### src/rtl/lms_iter_sequencer.sv
// LMS adaptation loop sequencer: snapshot handshake, pipeline drain wait, weight write strobe, iteration count.
// Optional early-stop on error magnitude is compiled in with `define LMS_SEQ_EARLY_STOP_EN.
module lms_iter_sequencer #(
  parameter int PIPE_LAT = 6,
  parameter int ITER_W   = 16
) (
  input  logic              clk,
  input  logic              rst_n,
  input  logic              start,
  input  logic [ITER_W-1:0] n_iter,
  input  logic              s_valid,
  output logic              s_ready,
  output logic              ld_en,
  output logic              w_sel,
  output logic              upd_en,
  output logic [ITER_W-1:0] iter_cnt,
  output logic              busy,
  output logic              done
`ifdef LMS_SEQ_EARLY_STOP_EN
  ,
  input  logic [17:0]       err_mag,
  input  logic [17:0]       err_thr,
  output logic              conv
`endif
);

  typedef enum logic [2:0] {
    IDLE   = 3'd0,
    WAIT_S = 3'd1,
    PIPE   = 3'd2,
    UPDATE = 3'd3,
    DONE   = 3'd4
  } state_t;

  state_t            state;
  logic [7:0]        lat_cnt;
  logic [ITER_W-1:0] n_lat;
  logic              accept;
  logic              last_iter;
  logic              early;

  // s_ready is a registered decode of WAIT_S, so ld_en is only gated by the source.
  assign accept = s_valid & s_ready;
  assign ld_en  = accept;

  assign last_iter = ({1'b0, iter_cnt} + 1'b1) == {1'b0, n_lat};

`ifdef LMS_SEQ_EARLY_STOP_EN
  assign early = err_mag < err_thr;
`else
  assign early = 1'b0;
`endif

  always_ff @(posedge clk or negedge rst_n) begin
    if (!rst_n) begin
      state    <= IDLE;
      lat_cnt  <= '0;
      n_lat    <= '0;
      iter_cnt <= '0;
      s_ready  <= 1'b0;
      w_sel    <= 1'b0;
      upd_en   <= 1'b0;
      busy     <= 1'b0;
      done     <= 1'b0;
`ifdef LMS_SEQ_EARLY_STOP_EN
      conv     <= 1'b0;
`endif
    end else begin
      case (state)
        IDLE: begin
          if (start) begin
            n_lat    <= n_iter;
            iter_cnt <= '0;
            w_sel    <= 1'b0;
`ifdef LMS_SEQ_EARLY_STOP_EN
            conv     <= 1'b0;
`endif
            if (n_iter == '0) begin
              state <= DONE;
              done  <= 1'b1;
            end else begin
              state   <= WAIT_S;
              s_ready <= 1'b1;
              busy    <= 1'b1;
            end
          end
        end
        WAIT_S: begin
          if (accept) begin
            lat_cnt <= 8'(PIPE_LAT - 1);
            s_ready <= 1'b0;
            state   <= PIPE;
          end
        end
        PIPE: begin
          // Counter preloaded with PIPE_LAT-1 so this state spans exactly PIPE_LAT cycles.
          if (lat_cnt == '0) begin
            state  <= UPDATE;
            upd_en <= 1'b1;
          end else begin
            lat_cnt <= lat_cnt - 1'b1;
          end
        end
        UPDATE: begin
          upd_en <= 1'b0;
          w_sel  <= 1'b1;
          if (iter_cnt != '1) iter_cnt <= iter_cnt + 1'b1;
          if (last_iter || early) begin
            state <= DONE;
            done  <= 1'b1;
            busy  <= 1'b0;
`ifdef LMS_SEQ_EARLY_STOP_EN
            conv  <= early;
`endif
          end else begin
            state   <= WAIT_S;
            s_ready <= 1'b1;
          end
        end
        DONE: begin
          done  <= 1'b0;
          state <= IDLE;
        end
        default: begin
          state   <= IDLE;
          s_ready <= 1'b0;
          upd_en  <= 1'b0;
          busy    <= 1'b0;
          done    <= 1'b0;
        end
      endcase
    end
  end

endmodule

### config.mk
export PLATFORM = sky130hd
export DESIGN_NAME = lms_iter_sequencer
export DESIGN_NICKNAME = d
export VERILOG_FILES = /design/src/rtl/lms_iter_sequencer.sv
export SDC_FILE = /design/constraint.sdc
export NUM_CORES = 1
export LEC_CHECK = 0
export CAP_MARGIN = 20
export CORE_MARGIN = 2
export CORE_UTILIZATION = 35
export DETAILED_ROUTE_END_ITERATION = 10
export PLACE_DENSITY_LB_ADDON = 0.08
export RECOVER_POWER = 25
export SLEW_MARGIN = 30
export SYNTH_ARGS = -nofsm -noshare
export SYNTH_HDL_FRONTEND = slang
export SYNTH_SLANG_ARGS = --single-unit
### constraint.sdc
create_clock -name clk -period 4.25 [get_ports clk]
set_clock_uncertainty 0.1 [all_clocks]
set_input_delay 0.85 -clock clk [delete_from_list [all_inputs] [get_ports clk]]
set_output_delay 0.85 -clock clk [all_outputs]
set_load 0.1 [all_outputs]
==> results of run 1 <==
==> registers in the layout, indices dropped and copies added (netlist names) <==
| name | count |
|---|---|
| w_sel | 1 |
| s_ready | 1 |
| state | 3 |
| busy | 1 |
| n_lat | 16 |
| iter_cnt | 16 |
| done | 1 |
| lat_cnt | 8 |
| upd_en | 1 |
==> power by group <==
| part | internal, W | switching, W |
|---|---|---|
| combinational | 0.000329 | 0.000580 |
| clock | 0.000175 | 0.000155 |
| sequential | 0.000594 | 0.000160 |
| total | 0.00110 | 0.000895 |
==> final timing paths <==
path	startpoint	to
setup / recovery	iter_cnt[4]	iter_cnt[4]
hold reg to reg	w_sel	w_sel
setup reg to reg	iter_cnt[0]	done
max in group asynchronous	rst_n	state[0]
hold / removal	w_sel	w_sel
min in group asynchronous	rst_n	iter_cnt[6]
==> placed cells by master, fill, tap and decap left out, types with 5 or more instances in the layout <==
cell             Yosys  routed
o21ai_0             28      28
dfrtp_1             48      48
a21oi_1             10      10
or3_1                7       7
clkdlybuf4s50_1      0      39
nand2_1             70      70
xnor2_1             22      22
nor2_1              22      22
nand2b_1             5       5
nand3_1              9       9
clkbuf_8             0       5
nor4_1              11      11
xor2_1               8       8
nand4_1              8       8
o31ai_1              7       7
inv_1                8       8
==> layout make-up <==
cell class	instances	area [µm²]
well taps	102	127.6
clock buffers	6	72.57
flip-flops and latches	48	1201
multi-input cells	262	1536
fillers	804	4375
inverters	8	30.03
clock inverters	2	35.03
repair buffers	45	429.2
==> per-layer routing <==
layer | vias to the layer above | global-route usage [%] | wire length (µm)
li1 | 1248 | - | -
met1 | 1210 | 27.55 | 3748
met2 | 65 | 23.87 | 2904
met3 | 7 | 2.889 | 303
met4 | 0 | 3.623 | 69
met5 | - | 0 | 0
==> logic make-up after synthesis <==
kind of cell    Yosys count
buf+inv                  28
fa+ha+maj                 3
simple gates            159
flops                    48
compound gates           70
xor+xnor                 30
==> stage by stage <==
stage	utilization [%]	total power, W	cell area [µm²]
floorplan	-	0.001429	2846
global route	43.96	0.002151	3432
finish	43.96	0.001993	3432
global placement	42.63	0.001667	3328
CTS	44.01	0.002012	3436
detailed placement	42.63	0.001676	3328
==> impl_metrics.json, run 1 <==
{
  "synth_top_area_share_pct": 42.20,
  "clkLatencyLatePin_ps": 300,
  "htree_levels": 2,
  "path_delay_family": "buffers and inverters",
  "drive_gt1_share_pct": 5.391,
  "ys.flop_type": "dfrtp_1",
  "dp_worst_setup_slack_ps": 1415,
  "final_cells": 473,
  "portBuffers": 41,
  "crit_fanout": 12,
  "ys_seq_area_share_pct": 42.20,
  "path_cells": "clkdlybuf4s50_1",
  "antennaDiodeCount": 0,
  "status": "finished with violations",
  "synthCells": 338,
  "fmax_mhz": 330.0,
  "synth.avg_cell_area_um2": 8.422,
  "slew_headroom_pct": -72.22,
  "cp-start-kind": "flip-flop",
  "routedWlPerCell_um": 14.85,
  "die_area_um2": 8870,
  "drc": 0,
  "slowest_delay_ps": 1210,
  "tightest_slew_ps": 2583,
  "gp_congestion": 0.8349,
  "grt_usage_pct": 17.19,
  "fp-row-count": 32,
  "syn-cell-area_um2": 2846,
  "cts_root_buf": "clkbuf_8",
  "synth_compound_area_share_pct": 15.82,
  "cpMaxStageDelayCell": "clkdlybuf4s50_1",
  "setup_tns_ps": 0,
  "rsz0062_at_grt": "no",
  "antenna_found_initial": 0,
  "start_util_pct": 36.46,
  "ys_warn_count": 0,
  "cts_buffer_depth": 2,
  "cts_tree": "yes",
  "core-area_um2": 7807,
  "synth_mux_area_share_pct": 0,
  "synth_common_cells": "70 x nand2_1, 48 x dfrtp_1, 28 x o21ai_0",
  "layout.nets": 393,
  "worstRegToRegCells": 7,
  "r2r_slack_ps": 1410,
  "path_clk_slew_ps": 90,
  "vdd_drop_max_uv": 288.3,
  "synth-simple-area-share_pct": 27.43,
  "drtIter0Drc": 148,
  "cts_hold_buf": 0,
  "synthDistinctLibCells": 46,
  "grt_overflow": 0,
  "drt-vias-per-instance": 5.349,
  "io_pins": 42,
  "crit_buf_inv": 1,
  "synthAdderAreaFrac_pct": 1.319,
  "cts_buffers": 5,
  "vias": 2530,
  "grt_pass1_vias": 2263,
  "cellPowerDensity_nw_per_um2": 580.6,
  "crit_cells": 1,
  "async_reset_ff_share_pct": 100.0,
  "synthXorXnorAreaFrac_pct": 9.231,
  "slew_violations": 49,
  "post_cts_buffers": 0,
  "synth_edf_count": 0,
  "cts_sinks": 48,
  "finalWirelength_mm": 7.026,
  "min_path_cells": 2,
  "synth.most_common_cell": "nand2_1",
  "grt_first_pass_wirelength_mm": 11.87,
  "synth_top_area_cell": "dfrtp_1",
  "yosys-top-cells-area": "dfrtp_1 42%, nand2_1 9.2%, xnor2_1 6.8%",
  "layout_setup_ws_ps": 1220,
  "synth_top_family_by_area": "simple AND/OR/NAND/NOR gates",
  "setup.worst_path.class": "reg -> out",
  "fin_crit_sh_pct": 71.29,
  "arrival_ps": 2080,
  "violations": "max-capacitance violations, max-slew violations",
  "hold_class": "reg -> reg",
  "grt_start_max_net_pins": 49,
  "synthesis.nets": 361,
  "dp_hpwl_mm": 5.175,
  "drtPass1Iterations": 5,
  "synth-seq-cells": 48,
  "dp_cells": 465,
  "maxCapViolations": 1,
  "p_leak_nw": 1.422,
  "cts_resized": 0,
  "final-setup-viol-count": 0,
  "area_growth_syn_to_layout_pct": 20.57,
  "cp-end-kind": "output port",
  "drt.antenna.violating_nets": 0,
  "holdWs_ps": 391.6,
  "cp_data_required_time_ps": 3300,
  "dieWidth_um": 94.18,
  "die_y_um": 94.18,
  "final.min_clock_period_ps": 3030,
  "hold_violations": 0
}
(Power assumes the default switching activity.)
==> inputs of run 2 (changes only) <==
Clock period 4.25 ns to 2.8 ns, I/O delays scaled along.
==> run 2 against run 1 <==
The run now ends clean. Highest routed layer unchanged. Largest power group unchanged. Sequential share of layout area fell by 0.25 points. First-iteration DRC count fell by 8.1%. Global-route usage rose by 0.40 points.
==> impl_metrics.json, run 2 (synthesis gave the netlist of run 1 again) <==
{
  "cts_resized": 0,
  "hold_class": "in -> async",
  "drt.antenna.violating_nets": 0,
  "vdd_drop_max_uv": 449.0,
  "layout_common_cells": "70 x nand2_1, 36 x dfrtp_1, 32 x buf_4",
  "cp_data_required_time_ps": 2920,
  "core-area_um2": 7807,
  "cellPowerDensity_nw_per_um2": 893.2,
  "cts_sinks": 48,
  "cts_hold_buf": 0,
  "drtIter0Drc": 136,
  "htree_levels": 2,
  "cts_buffer_depth": 2,
  "fmax_mhz": 379.5,
  "power.total_w": 0.003132,
  "drive_gt1_share_pct": 16.62,
  "maxCapViolations": 0,
  "rsz0062_at_grt": "no",
  "cpMaxStageDelayCell": "dfrtp_4",
  "hold_violations": 0,
  "setup.worst_path.class": "reg -> reg",
  "antennaDiodeCount": 0,
  "crit_fanout": 8,
  "cts_root_buf": "clkbuf_8",
  "path_clk_slew_ps": 100,
  "antenna_found_initial": 0,
  "clkLatencyLatePin_ps": 310,
  "routedWlPerCell_um": 15.33,
  "gp_congestion": 0.8896,
  "p_leak_nw": 1.488,
  "die_y_um": 94.18,
  "grt_first_pass_wirelength_mm": 12.15,
  "fin_area_um2": 3507,
  "layout.nets": 401,
  "die_area_um2": 8870,
  "drt-vias-per-instance": 5.177,
  "largestRegisters": "iter_cnt x16, n_lat x16, lat_cnt x8",
  "io_pins": 42,
  "cp-start-kind": "flip-flop",
  "arrival_ps": 2750,
  "vias": 2490,
  "multi_input_area_um2": 1536,
  "fin_crit_sh_pct": 94.10,
  "slew_headroom_pct": 15.46,
  "fp-row-count": 32,
  "drtPass1Iterations": 5,
  "cp-end-kind": "flip-flop",
  "dieWidth_um": 94.18,
  "slowest_delay_ps": 520,
  "grt_usage_pct": 17.59,
  "setup_tns_ps": 0,
  "status": "finished clean",
  "area.sequential_um2": 1219,
  "final.min_clock_period_ps": 2635,
  "portBuffers": 41,
  "drc": 0,
  "grt_overflow": 0,
  "grt_start_max_net_pins": 28,
  "cts_buffers": 5,
  "tightest_slew_ps": 1268,
  "dp_hpwl_mm": 5.548,
  "n_fill_cell": 789,
  "path_cells": "ha_1 -> and3_1 -> a221oi_1 -> o21ai_0 -> a2111oi_2 -> nand4_1 -> a311oi_1",
  "start_util_pct": 36.46,
  "post_cts_buffers": 0,
  "finalWirelength_mm": 7.376,
  "slew_violations": 0,
  "cts_tree": "yes",
  "dpl_cell_area_um2": 3382,
  "final-setup-viol-count": 0,
  "grt_pass1_vias": 2341,
  "area_growth_syn_to_layout_pct": 23.21,
  "final_common_cell": "nand2_1"
}
[run 2: power breakdown]
group	internal (W)	switching, W	total, W
sequential	0.000906	0.000240	0.00115
combinational	0.000533	0.000895	0.00143
clock	0.000315	0.000244	0.000559
[run 2: area by class of cell]
| class | count | share of cell area [%] |
|---|---|---|
| Tap cell | 102 | 3.639 |
| Clock buffer | 7 | 2.747 |
| Clock inverter | 1 | 0.8562 |
| Timing Repair Buffer | 53 | 13.24 |
| Sequential cell | 48 | 34.75 |
| Multi-Input combinational cell | 262 | 43.81 |
| Inverter | 8 | 0.9633 |
[run 2: routing by layer]
metal	vias up	share of wire (%)	global-route usage, %
li1	1264	-	-
met1	1167	53	27.27
met2	55	42	24.35
met3	4	4.3	2.889
met4	0	0.92	6.159
met5	-	0	0
[run 2: through the flow]
step / setup slack [ps] / hold WS [ps] / utilization, % / cells
3_5_place_dp: 170.6 / 366.1 / 43.32 / 473
3_3_place_gp: 281.3 / 377.5 / 43.32 / 473
2_1_floorplan: -25.68 / 164.4 / - / 338
4_1_cts: 186.2 / 137.3 / 44.94 / 481
5_1_grt: 40.99 / 409.6 / 44.92 / 481
6_report: 165.2 / 396.0 / 44.92 / 481
[run 2: path summary, 6_finish.rpt]
path | end | slack (ps) | cells after the start | startpoint
worst max-delay path | done | 170 | 7 | iter_cnt[0]
worst min-delay path | lat_cnt[4] | 400 | 1 | rst_n
worst max register to register | done | 170 | 7 | iter_cnt[0]
worst min register to register | w_sel | 400 | 2 | w_sel
max in group asynchronous | iter_cnt[9] | 1360 | 1 | rst_n
min in group clk | w_sel | 400 | 2 | w_sel
[run 2: worst max-delay path: cells and delay by family, from the launching register on]
family	cells	cell delay, ps
flops	1	520
fa+ha+maj	1	300
compound gates	4	1210
simple gates	2	430
